**src/rtl/mux_sel_arbiter_pkg.sv**
```systemverilog
// ----------------------------------------------------------------------------
// mux_sel_arbiter_pkg
// Shared definitions for the two-source round-robin arbiter that drives the
// select of the downstream 2:1 mux.
//   state_e      : arbiter state encoding (IDLE / grant to x / grant to y)
//   SEL_X, SEL_Y : mux select values steering source x or source y to out
//   grant_state  : maps a source index (0 = x, 1 = y) to its grant state
// ----------------------------------------------------------------------------
package mux_sel_arbiter_pkg;

  typedef enum logic [1:0] {
    ST_IDLE = 2'd0,
    ST_G0   = 2'd1,
    ST_G1   = 2'd2
  } state_e;

  localparam logic SEL_X = 1'b0;
  localparam logic SEL_Y = 1'b1;

  // Grant state owned by source 'src' (0 = x, 1 = y).
  function automatic state_e grant_state(input logic src);
    return src ? ST_G1 : ST_G0;
  endfunction

endpackage

```
**src/rtl/mux_sel_arbiter.sv**
```systemverilog
// ----------------------------------------------------------------------------
// mux_sel_arbiter
// Two-requester round-robin arbiter sitting upstream of a 2:1 mux. It issues
// the mux select and one-hot grants so only one source is steered to the mux
// output at a time. A grant is held until the consumer signals done, the
// owner drops its request, or the hold budget runs out. Every output is a
// flop, so the mux select never glitches and no input reaches an output
// combinationally.
//
// Parameters
//   HOLD_MAX : max consecutive cycles a grant is held while the other source
//              waits (1 .. 2**CNT_W-1)
//   CNT_W    : width of the hold counter
//
// Ports
//   clk   in  : clock, rising edge
//   rst_n in  : synchronous active-low reset
//   req0  in  : source x requests the output
//   req1  in  : source y requests the output
//   done  in  : consumer finished with the current source
//   sel   out : mux select, 0 = x, 1 = y (holds its value while idle)
//   gnt0  out : grant to source x
//   gnt1  out : grant to source y
//   busy  out : a grant is active
// ----------------------------------------------------------------------------
module mux_sel_arbiter
  import mux_sel_arbiter_pkg::*;
#(
  parameter int unsigned HOLD_MAX = 4,
  parameter int unsigned CNT_W    = 3
) (
  input  logic clk,
  input  logic rst_n,
  input  logic req0,
  input  logic req1,
  input  logic done,
  output logic sel,
  output logic gnt0,
  output logic gnt1,
  output logic busy
);

  localparam logic [CNT_W-1:0] CNT_LAST = CNT_W'(HOLD_MAX - 1);
  localparam logic [CNT_W-1:0] CNT_ONE  = CNT_W'(1);

  state_e           state_q, state_d;
  logic [CNT_W-1:0] cnt_q, cnt_d;
  logic             last_q, last_d;   // source released most recently
  logic             sel_q, sel_d;
  logic             gnt0_q, gnt1_q, busy_q;

  logic             owner_s;          // current owner index while granting
  logic             owner_req_s;
  logic             other_req_s;
  logic             release_s;

  // Next-state logic: arbitration from IDLE and release/rotation from a grant.
  always_comb begin
    state_d     = state_q;
    cnt_d       = cnt_q;
    last_d      = last_q;
    owner_s     = 1'b0;
    owner_req_s = 1'b0;
    other_req_s = 1'b0;
    release_s   = 1'b0;

    case (state_q)
      ST_IDLE: begin
        // done has no meaning without a grant and is ignored here.
        cnt_d = '0;
        if (req0 && req1) begin
          // Tie: favour the source that was not served last.
          state_d = grant_state(~last_q);
        end else if (req0) begin
          state_d = ST_G0;
        end else if (req1) begin
          state_d = ST_G1;
        end else begin
          state_d = ST_IDLE;
        end
      end

      ST_G0, ST_G1: begin
        owner_s     = (state_q == ST_G1);
        owner_req_s = owner_s ? req1 : req0;
        other_req_s = owner_s ? req0 : req1;
        // done, request drop and timeout collapse into one release event.
        release_s   = done | ~owner_req_s | (cnt_q == CNT_LAST);
        if (release_s) begin
          last_d = owner_s;
          cnt_d  = '0;
          if (other_req_s) begin
            // Hand over directly, without an idle bubble.
            state_d = grant_state(~owner_s);
          end else if (owner_req_s) begin
            // Nobody is waiting: re-grant the same source with a fresh budget.
            state_d = grant_state(owner_s);
          end else begin
            state_d = ST_IDLE;
          end
        end else begin
          // Release fires at CNT_LAST, so the counter never wraps here.
          cnt_d = cnt_q + CNT_ONE;
        end
      end

      default: begin
        state_d = ST_IDLE;
        cnt_d   = '0;
      end
    endcase
  end

  // Select follows the next grant and keeps its value while idle.
  always_comb begin
    sel_d = sel_q;
    case (state_d)
      ST_G0:   sel_d = SEL_X;
      ST_G1:   sel_d = SEL_Y;
      default: sel_d = sel_q;
    endcase
  end

  // State, counter and output registers with synchronous active-low reset.
  always_ff @(posedge clk) begin
    if (!rst_n) begin
      state_q <= ST_IDLE;
      cnt_q   <= '0;
      last_q  <= 1'b1;          // source x wins the first tie
      sel_q   <= SEL_X;
      gnt0_q  <= 1'b0;
      gnt1_q  <= 1'b0;
      busy_q  <= 1'b0;
    end else begin
      state_q <= state_d;
      cnt_q   <= cnt_d;
      last_q  <= last_d;
      sel_q   <= sel_d;
      // Outputs are decoded from the next state so the grant appears one
      // cycle after the request while still coming straight from flops.
      gnt0_q  <= (state_d == ST_G0);
      gnt1_q  <= (state_d == ST_G1);
      busy_q  <= (state_d == ST_G0) || (state_d == ST_G1);
    end
  end

  assign sel  = sel_q;
  assign gnt0 = gnt0_q;
  assign gnt1 = gnt1_q;
  assign busy = busy_q;

endmodule

```
**config.mk**
```make
export PLATFORM = sky130hd
export DESIGN_NAME = mux_sel_arbiter
export DESIGN_NICKNAME = d
export VERILOG_FILES = /design/src/rtl/mux_sel_arbiter_pkg.sv /design/src/rtl/mux_sel_arbiter.sv
export SDC_FILE = /design/constraint.sdc
export NUM_CORES = 1
export LEC_CHECK = 0
export CORE_AREA = 2 2 39 41
export CTS_CLUSTER_SIZE = 12
export DETAILED_ROUTE_END_ITERATION = 10
export DIE_AREA = 0 0 41 43
export PLACE_DENSITY = 0.64
export SLEW_MARGIN = 20
export SYNTH_ARGS = -nofsm -noshare
export SYNTH_HDL_FRONTEND = slang
export SYNTH_SLANG_ARGS = --single-unit
```
**constraint.sdc**
```tcl
create_clock -name clk -period 5.2 [get_ports clk]
set_clock_uncertainty 0.1 [all_clocks]
set_input_delay 1.56 -clock clk [delete_from_list [all_inputs] [get_ports clk]]
set_output_delay 1.56 -clock clk [all_outputs]
set_load 0.02 [all_outputs]
```
==> out/qor.yml <==
setup_path:
  start_kind: "input pin"
  critPathCaptureType: "flip-flop"
  crit_buf_inv: 1
  critPathMostFrequentCell: "mux2i_1"
  required_ps: 5260
  slowest_stage: "clkdlybuf4s50_1"
  rr_worst_depth: 9
  crit_family: "multiplexers"
  crit_type: "input pin to flip-flop"
  worstPathArrival_ps: 3620
  path_cells: "clkdlybuf4s50_1 -> mux2i_1 -> nor3_2 -> mux2_4 -> o22a_1 -> ha_1 -> mux2i_1 -> nor2b_1"
  path_depth: 8
  slowest_delay_ps: 540
  crit_fanout: 5
global_route:
  grt_start_max_net_pins: 9
  grt_pass1_wl_mm: 1.635
  antenna_found_initial: 0
  grt.total_usage: 0.1443
  grt-ovfl-total: 0
  grt_pass1_vias: 388
route:
  first_iter_violations: 6
  vias: 425
  drc: 0
  firstDrtPassIters: 4
  vias_per_cell: 4.885
  routed_wl_um: 941
  wl_per_cell_um: 10.82
  ant_nets: 0
yosys:
  yosysUniqueCellTypes: 23
  ys_warn_count: 0
  mappedNetlistArea_um2: 568.0
  syn_nets: 72
  synthCells: 59
  synth_seq_area_share: 0.3524
  syn_area_per_cell_um2: 9.628
  synthTopCellsByArea: "dfxtp_1 35%, ha_1 18%, mux2i_1 5.3%"
  yosysTopAreaCell: "dfxtp_1"
  synth-seq-cells: 10
  synth_top_area_frac: 0.3524
worst_hold_path:
  hp-class: "flip-flop to flip-flop"
  whs_path_depth: 1
clock_tree:
  cts-resized-gates: 0
  cts_hold_buf: 0
  insertion_delay_ps: 260
  path_clk_slew_ps: 70
  clock-root-buffer: "clkbuf_4"
  htree_levels: 1
  cts_tree: "built"
  cts.sinks: 10
  cts_max_path_buffers: 2
  cts_buffers: 3
  post_cts_buffers: 0
pwr:
  power_density_nw_per_um2: 405.2
  p_sw_w: 0.00009338
  ir_worst_vdd_mv: 0.1677
  p_total_w: 0.0002854
  power_frac_seq: 0.344
  internal-power_w: 0.0001921
  swShare: 0.3271
  leakage_nw: 0.2905
  p_comb_frac: 0.412
  clkPwrFrac: 0.245
floorplanning:
  initial_core_util: 0.4105
  die_w_um: 41
  die-area_um2: 1763
  io_pins: 9
  coreArea_um2: 1384
  die_y_um: 43
  placementRows: 14
cells_and_area:
  areaGrowthSynthToFinish_pct: 24.01
  final_util: 0.5090
  diodes: 0
  nets: 85
  post_route_cells_drive_above_1_share: 0.09859
  instances_no_fill: 87
timing:
  fmax_ghz: 0.2807
  slew_viol_final: 0
  finalSetupViolations: 0
  worst_pin_slew_ps: 354.4
  hold_violations: 0
  post-route-period-util: 0.6850
  whs_ps: 322.8
  slew-limit-headroom: 0.7624
  rsz0062_at_grt: "false"
  tns_ps: 0
  min_period_ps: 3562
status:
  status: "completed"
run:
  maxCapViolCount: 0
place:
  finalWeightedCongestion: 0.6902
  hpwl_um: 721.3
  place_inst: 83
  io_buffer_count: 8
==> sequential cells by signal (all words and copies together) (netlist names) <==
signal and count:
cnt_q 3, state_q 2, busy 1, gnt0 1, gnt1 1, last_q 1
sel 1
==> routing by layer <==
layer	up-vias	routed length, µm	global-route usage
li1	233	-	-
met1	188	476	0.1732
met2	4	437	0.1969
met3	0	28	0.09424
met4	0	0	0.06000
met5	-	0	0
==> power groups by stage <==
stage,clock network (W),registers (W),logic (W)
global route,0.0000798,0.0000993,0.000132
CTS,0.0000730,0.0000982,0.000118
detailed placement,0,0.000100,0.000117
floorplan,0,0.000109,0.0000751
finish,0.0000698,0.0000981,0.000118
global placement,0,0.0000998,0.000117
==> through the flow <==
step	instance area (µm²)	setup slack [ps]
floorplan	568.0	2090
global placement	668.1	1393
detailed placement	668.1	1356
CTS	704.4	1646
global route	704.4	1519
finish	704.4	1638
==> logic make-up after synthesis <==
| kind of cell | count (synthesis) | synth area share |
|---|---|---|
| simple gates | 23 | 0.2247 |
| buf+inv | 5 | 0.03304 |
| flops | 10 | 0.3524 |
| mux | 4 | 0.07929 |
| compound gates | 9 | 0.1344 |
| fa+ha+maj | 8 | 0.1762 |
==> final timing paths <==
kind,endpoint,from,slack (ps)
max,sel$_SDFFE_PN0P_,req1,1640
min,cnt_q[0]$_SDFF_PP0_,cnt_q[0]$_SDFF_PP0_,320
max reg2reg,sel$_SDFFE_PN0P_,state_q[0]$_SDFF_PN0_,2750
min reg2reg,cnt_q[0]$_SDFF_PP0_,cnt_q[0]$_SDFF_PP0_,320
==> placed cells by master (no fill, tap or decap), types with 3 or more instances in the layout <==
cell / instances
and2_1: 3
nor2_1: 7
mux2i_1: 3
ha_1: 8
inv_1: 5
clkdlybuf4s50_1: 8
dfxtp_1: 10
clkbuf_4: 3
==> synth_stat cells <==
library cell and count:
nor2b_1 2, ha_1 8, nand2_1 2, nand3b_1 2
o211ai_1 2, nor3_1 1, or2_1 1, o21ai_0 1
o32ai_2 1, mux2_4 1, nand4b_1 1, nor3_2 1
inv_1 5, and2_1 3, nand2b_1 2, dfxtp_1 10
o31ai_1 1, nand3_1 1, o22a_1 1, nor2_1 7
mux2i_1 3, o22ai_1 2, o41a_1 1
==> worst reg2reg max path, cell delays in order, from the launching register on <==
cell and delay [ps]:
dfxtp_1 330, inv_1 90, ha_1 270, mux2i_1 180, nor3_2 300, mux2_4 350, o22a_1 180, ha_1 310
mux2i_1 180, nor2b_1 60
==> final cells by class <==
class | instances | area, µm²
Multi-Input combinational cell | 44 | 349.1
Fill cell | 127 | 679.4
Tap cell | 16 | 20.02
Timing Repair Buffer | 8 | 80.08
Clock buffer | 4 | 36.28
Inverter | 5 | 18.77
Sequential cell | 10 | 200.2
(Power assumes the default switching activity.)
